## config.mk

```make
export PLATFORM = sky130hd
export DESIGN_NAME = pwm_adc_trigger
export DESIGN_NICKNAME = d
export VERILOG_FILES = /design/src/rtl/pwm_adc_trigger.sv
export SDC_FILE = /design/constraint.sdc
export NUM_CORES = 1
export LEC_CHECK = 0
export BUFFER_PORTS_ARGS = -buffer_cell sky130_fd_sc_hd__buf_2
export CORE_AREA = 2 2 159 161
export CTS_BUF_LIST = sky130_fd_sc_hd__clkbuf_8
export CTS_CLUSTER_DIAMETER = 60
export DETAILED_ROUTE_END_ITERATION = 8
export DIE_AREA = 0 0 161 163
export MAX_ROUTING_LAYER = met4
export PLACE_DENSITY = 0.51
export SYNTH_ARGS = -nofsm -noshare
export SYNTH_HDL_FRONTEND = slang
export SYNTH_SLANG_ARGS = --single-unit
export TNS_END_PERCENT = 100
```

## constraint.sdc

```tcl
create_clock -name clk -period 7.2 [get_ports clk]
set_clock_uncertainty 0.15 [all_clocks]
set_input_delay 0.36 -clock clk [delete_from_list [all_inputs] [get_ports clk]]
set_output_delay 0.36 -clock clk [all_outputs]
set_load 0.05 [all_outputs]
```

## src/rtl/pwm_adc_trigger.sv

```systemverilog
// ============================================================================
// pwm_adc_trigger : decimated, delayed ADC start request from the PWM overflow
// Revision        : 1.0
// ============================================================================
`default_nettype none

module pwm_adc_trigger (
  input  logic        clk,
  input  logic        reset,
  input  logic        enable,
  input  logic        ovf_trigger,
  input  logic [7:0]  decim,
  input  logic [31:0] delay,
  input  logic [31:0] timeout,
  input  logic        adc_done,
  output logic        adc_start,
  output logic        busy,
  output logic [15:0] sample_id,
  output logic        timeout_err,
  output logic [15:0] missed_count
);

  typedef enum logic [1:0] {
    S_IDLE  = 2'd0,
    S_DELAY = 2'd1,
    S_START = 2'd2,
    S_WAIT  = 2'd3
  } state_t;

  state_t      state;
  state_t      state_nxt;
  logic        ovf_d;
  logic [7:0]  dec_cnt;
  logic [31:0] dly_cnt;
  logic [31:0] tmo_cnt;

  logic        trig_event;
  logic        accept;
  logic        load_dly;
  logic        done_hit;
  logic        tmo_hit;

  assign trig_event = ovf_trigger & ~ovf_d & enable;
  assign accept     = trig_event && (dec_cnt == 8'd0);

  assign adc_start  = (state == S_START);
  assign busy       = (state != S_IDLE);

  always_ff @(posedge clk) begin
    if (reset) begin
      state <= S_IDLE;
    end else begin
      state <= state_nxt;
    end
  end

  always_comb begin
    state_nxt = state;
    load_dly  = 1'b0;
    done_hit  = 1'b0;
    tmo_hit   = 1'b0;
    if (!enable) begin
      state_nxt = S_IDLE;
    end else begin
      case (state)
        S_IDLE: begin
          if (accept) begin
            state_nxt = S_DELAY;
            load_dly  = 1'b1;
          end
        end
        S_DELAY: begin
          if (dly_cnt == 32'd0) state_nxt = S_START;
        end
        S_START: begin
          state_nxt = S_WAIT;
        end
        S_WAIT: begin
          if (adc_done) begin
            state_nxt = S_IDLE;
            done_hit  = 1'b1;
          end else if (tmo_cnt == 32'd0) begin
            state_nxt = S_IDLE;
            tmo_hit   = 1'b1;
          end
        end
        default: state_nxt = S_IDLE;
      endcase
    end
  end

  // Reset value of 1 suppresses a spurious event from a trigger already high.
  always_ff @(posedge clk) begin
    if (reset) begin
      ovf_d <= 1'b1;
    end else begin
      ovf_d <= ovf_trigger;
    end
  end

  always_ff @(posedge clk) begin
    if (reset || !enable) begin
      dec_cnt <= 8'd0;
    end else if (trig_event) begin
      if (dec_cnt == 8'd0) dec_cnt <= decim;
      else                 dec_cnt <= dec_cnt - 8'd1;
    end
  end

  always_ff @(posedge clk) begin
    if (reset) begin
      dly_cnt <= 32'd0;
      tmo_cnt <= 32'd0;
    end else begin
      if (load_dly) begin
        dly_cnt <= delay;
      end else if (state == S_DELAY && dly_cnt != 32'd0) begin
        dly_cnt <= dly_cnt - 32'd1;
      end
      if (state == S_START) begin
        tmo_cnt <= timeout;
      end else if (state == S_WAIT && tmo_cnt != 32'd0) begin
        tmo_cnt <= tmo_cnt - 32'd1;
      end
    end
  end

  always_ff @(posedge clk) begin
    if (reset) begin
      sample_id    <= 16'd0;
      timeout_err  <= 1'b0;
      missed_count <= 16'd0;
    end else begin
      timeout_err <= tmo_hit;
      if (done_hit) sample_id <= sample_id + 16'd1;
      // Accepted events arriving while a conversion is in flight are dropped.
      if (accept && state != S_IDLE && missed_count != 16'hFFFF) begin
        missed_count <= missed_count + 16'd1;
      end
    end
  end

endmodule

`default_nettype wire

```

# Word-level counts from Yosys, hierarchy flattened
# Index checks and enable logic that the tools add are counted.
[op_classes]
bitwise = 5
n_reduce_logical = 19
n_addsub = 5
n_mux = 17
n_eq_ne = 7
[ops]
columns = ["op", "count"]
rows = [
  ["32-bit 2-to-1 mux", 4],
  ["32-bit logical NOT", 2],
  ["32-bit nonzero test", 2],
  ["32-bit by 1-bit subtractor with 32-bit output (second input constant)", 2],
  ["16-bit by 1-bit adder with 16-bit output (second input constant)", 2],
  ["16-bit != test (second input constant)", 1],
  ["8-bit logical NOT", 1],
  ["2-bit 2-to-1 mux", 4],
  ["8-bit 2-to-1 mux", 1],
  ["2-bit one-hot mux with 4 select lines", 1],
  ["8-bit by 1-bit subtractor with 8-bit output (second input constant)", 1],
  ["1-bit 2-to-1 mux", 7],
  ["2-bit nonzero test", 3],
  ["1-bit logical AND", 5],
  ["2-bit == test (second input constant)", 2],
  ["2-bit != test (second input constant)", 2],
  ["4-bit OR reduction", 1],
  ["3-bit != test (second input constant)", 1],
  ["1-bit NOT", 3],
  ["3-bit AND reduction", 1],
  ["1-bit bitwise AND", 2],
  ["2-bit by 1-bit == test with 1-bit output (second input constant)", 1],
  ["2-bit logical NOT", 1],
  ["2-bit OR reduction", 1],
  ["other kinds (2)", 2],
]
[totals]
reg_bits = 108
word_cells = 61
output_inout_bits = 35
in_bits = 77

# Depth between registers and ports, before layout
[logic_depth]
word_depth = 8
mapped_depth = 10
ltp_nobuf = 7

# Worst setup path after synthesis
# Ideal clock, no wire load.
[synth_path]
path_type = "register to register"
startpoint = "register dec_cnt[0]"
endpoint = "register missed_count[12]"
synth_period_minus_slack_ps = 2648
slack_ps = 4552
setup_ps = 121
path_stages_with_launch = 8
path_buffers = 0
required_ps = 6929
arrival_time_ps = 2377
path_cell_list = "dfxtp_1 -> inv_1 -> ha_1 -> or3b_2 -> or4_4 -> a2111oi_4 -> nand3_2 -> mux2_4"
[synth_between]
elab_chain_len = 4
[synth_rtl]
columns = ["element", "line", "rtl"]
rows = [
  ["start, declared", "33", "logic [7:0] dec_cnt;"],
  ["start signal, assigned", "105", "if (dec_cnt == 8'd0) dec_cnt <= decim;"],
  ["start signal, assigned", "106", "else dec_cnt <= dec_cnt - 8'd1;"],
  ["8-bit logical NOT", "44", "assign accept = trig_event && (dec_cnt == 8'd0);"],
  ["1-bit logical AND", "44", ""],
  ["1-bit logical AND (2 in series)", "137", "if (accept && state != S_IDLE && missed_count != 16'hFFFF) begin"],
  ["end signal, assigned", "138", "missed_count <= missed_count + 16'd1;"],
  ["end, declared", "20", "output logic [15:0] missed_count"],
]
# No other way between the ends.
# A chain may end at the register's enable or synchronous reset.

# Worst setup path after layout
[layout_path]
startpoint = "register dec_cnt[0]"
endpoint = "register dly_cnt[1]"
[layout_between]
elab_chain_len = 6
elab_cells_between_ends = 7
classes_between = "4 x mux; 3 x reduce/logical"
[layout_rtl]
columns = ["element", "line", "rtl"]
rows = [
  ["8-bit logical NOT *", "44", ""],
  ["1-bit logical AND *", "44", ""],
  ["1-bit 2-to-1 mux *", "67", "if (accept) begin"],
  ["1-bit 2-to-1 mux *", "65", "case (state)"],
  ["1-bit 2-to-1 mux *", "62", "if (!enable) begin"],
  ["32-bit 2-to-1 mux or 2-bit nonzero test (tied branches)", "n/a", ""],
  ["end signal, assigned", "116", "dly_cnt <= delay;"],
  ["end signal, assigned", "118", "dly_cnt <= dly_cnt - 32'd1;"],
  ["end, declared", "34", "logic [31:0] dly_cnt;"],
]
# Every way passes the cells marked *; elsewhere a longest branch is shown, timed or not.

==> metrics.txt <==
post-cts gate resize count=0; r2r worst-path depth=7; Clock Power Share=between 30% and 40%; DRT iter0 DRCs=between 200 and 300; internal power=~0.00083 W; Net Count, Synth=about 800; post-synthesis mux area share=between 1.5 and 2%; Syn Area/Cell=between 8 and 9 µm²; Ys Warns=0; Pre-Repair DR Iteration Count=4; initial antenna violation count=3; Detailed Route WL=approximately 17 mm; DIE WIDTH=161 µm; GRT Util Overall=a little over an eighth; num rows=58; Netlist cell types=63; Remaining DRCs=0; main combinational cell family by area after synthesis=simple AND/OR/NAND/NOR gates; Die Y=163 µm; Final ANT Viol Nets=0; Reg clk slew, reported paths=0.13 ns; top_reg_cell synth=dfxtp_1; clk buf depth=2; hold crit path type=input pin to flip-flop; IO Count=around 110; Via-to-Cell Ratio=between 4 and 5; WL met1=8.43 mm; clock root buffer=clkbuf_8; Hold Startpoint=ovf_trigger; CTS tree=built; FF+latch count, synth=between 100 and 150; CTS Hold Bufs=0; CP arrival=about 3.2 ns; Inst Count DP=1,135; EDFF count, synth=0; adder-cell share of the synthesized area=2.27%; largest net degree at the start of global routing=60; Fmax=about 320 MHz; final worst slack=just over 4 ns; element type at the critical path start=flip-flop; cell area after synthesis=6050 µm²; Setup Buffers After CTS=0; Combinational Power Share=12.4%; hold endpoint=ovf_d$_SDFF_PP1_; Post-Synth Simple-Gate Area=26.7%; Psw=around 0.00034 W; Slew Limit Fails=0; PortBufs=111; critical path launch point=dec_cnt[0]$_SDFFE_PP0P_; Required @ worst endpoint=7.32 ns; maximum vdd drop=a little under 0.1 mV; top cell type's share of synthesized area=a little over a third; r2r setup slk=between 4 and 5 ns; final period utilization=43.2%; Sequential Power Share=a little over half; post-synthesis xor/xnor area fraction=~6.8%; core box area=roughly 25,000 µm²; vias in the first global route=around 5,500; area delta synth->final=17.8%; Non-Filler Instances=roughly 1,200; Final setup viols=0; metal2 WL=7.77 mm; Final Hold Fails=0; Hold Crit Depth=2; H-tree depth reported by CTS=3; grt total ovfl=0; fin nets=~900; cell taking the most area after synthesis=dfxtp_1; top post-synthesis cells by area=dfxtp_1 36%, nor2_1 6.0%, xnor2_1 4.9%; layout cells sized above 1=a little under a fifth; met3 wire length=around 900 µm; routed via count=5,754; Slew @ Worst Pin=~1 ns; register area share after synthesis=approximately 36%; Cells after Synth=730; Max Cap Viol=0; Critical Path Sink Type=flip-flop; Initial Util=about a quarter; CP max FO=52; first-pass GRT wire length=28.3 mm; RSZ-0062 raised after global routing=false; Clock Sink Count=108; RR Startpoint=dec_cnt[0]$_SDFFE_PP0P_; DR top layer=met4; Async SR Flop Fraction=0%; outcome=completed; relative slew slack=between 30% and 40%; Setup WS pre-CTS=~4 ns; Power Density=between 150 and 200 nW/µm²; full die area=26,200 µm²; HPWL Detailed=between 10 and 15 mm; Clock Latency Late Sink=roughly 0.40 ns; switching share of power=between 20% and 30%; Synth Area in Compound Gates=a little under a quarter; Leak=about 2.6 nW; Crit Reg-Reg Endpoint=dly_cnt[1]$_SDFFE_PP0P_; setup_tns=0 ns; WS Path Type=flip-flop to flip-flop; post-layout util=28.9%; Inserted Clock Buffers=9; Placer Congestion=between 0.7 and 0.8; wire per inst=about 15 µm; clock period minus worst slack=about 3.1 ns
==> cell usage after synthesis, types with 8 or more instances <==
library cell and n:
and3_1 9, or4_1 15, ha_1 11, xor2_1 13, a311oi_1 26, and4_1 8, clkbuf_1 39, a21oi_1 22
dfxtp_1 108, nand2_1 32, or3_1 28, nor3_1 29, nor2_1 96, a211oi_1 39, nor4_1 10, o21ai_0 22
a2111oi_0 8, nand4_1 15, xnor2_1 34, o31ai_1 13, nand3_1 24, inv_1 29
==> final cells by class <==
class | instances | area (µm²)
clock inverter | 7 | 81.3
clock buffer | 9 | 124
fill | 2751 | 17500
multi-input combinational | 551 | 3630
sequential | 108 | 2160
antenna | 3 | 7.51
timing repair buffer | 117 | 603
inverter | 29 | 109
tap | 330 | 413
==> sequential cells by signal, summed over array words and instances (netlist names) <==
register and flops:
dec_cnt 8, ovf_d 1, timeout_err 1, dly_cnt 32, tmo_cnt 32, missed_count 16, sample_id 16, state 2
==> metrics by stage <==
stage | power, W | hold slack, ns | area (µm²)
finish | 0.00116 | 0.0497 | 7130
global route | 0.00122 | 0.0234 | 7130
CTS | 0.00119 | 0.0105 | 7120
detailed placement | 0.000777 | 0.328 | 6920
global placement | 0.000776 | 0.328 | 6920
floorplan | 0.000722 | 0.287 | 6050
==> power by group through the flow <==
stage / Clock [W] / Combinational [W] / Sequential (W)
3_3_place_gp: 0 / 0.000145 / 0.000631
4_1_cts: 0.000425 / 0.000146 / 0.000618
5_1_grt: 0.000444 / 0.000161 / 0.000620
2_1_floorplan: 0 / 0.0000935 / 0.000629
3_5_place_dp: 0 / 0.000145 / 0.000631
6_report: 0.000403 / 0.000144 / 0.000618
==> how the worst max path moves through the flow <==
stage,end,slack (ns)
6_report,dly_cnt[1]$_SDFFE_PP0P_,4.09
4_1_cts,dly_cnt[1]$_SDFFE_PP0P_,4.09
3_5_place_dp,dly_cnt[1]$_SDFFE_PP0P_,4.09
2_1_floorplan,missed_count[12]$_SDFFE_PP0P_,4.55
5_1_grt,dly_cnt[1]$_SDFFE_PP0P_,3.87
3_3_place_gp,dly_cnt[1]$_SDFFE_PP0P_,4.12
==> metal layers <==
layer,vias up,track usage (%)
met5,-,-
met4,0,3.41
met3,12,3.31
met2,109,21.9
met1,2706,17.6
li1,2927,-
==> placed cells by master (no fill, tap or decap), types with 9 or more instances in the layout <==
cell      instances
nor2_1           96
a21oi_1          22
o31ai_1          13
xnor2_1          34
nand4_1          15
a211oi_1         39
or4_1            14
and3_1            9
inv_1            29
or3_1            28
nand2_1          32
clkbuf_8          9
nor4_1            9
dfxtp_1         108
buf_2           110
o21ai_0          22
nand3_1          24
a311oi_1         26
nor3_1           29
xor2_1           13
ha_1             11
==> cells by family after synthesis <==
family,Yosys count
multiplexers,8
buffers and inverters,71
XOR/XNOR,47
AO/OA/AOI/OAI,181
adder cells (fa/ha/maj),11
flip-flops,108
AND/OR/NAND/NOR,304
==> worst max-delay path, stage by stage (launching register included) <==
cell and delay (ns):
dfxtp_1 0.35, inv_1 0.12, ha_1 0.18, or3b_2 0.57
or4_2 1.12, nand2b_1 0.27, or3_1 0.12, o311ai_0 0.10
Power figures use the tool's default switching activity.
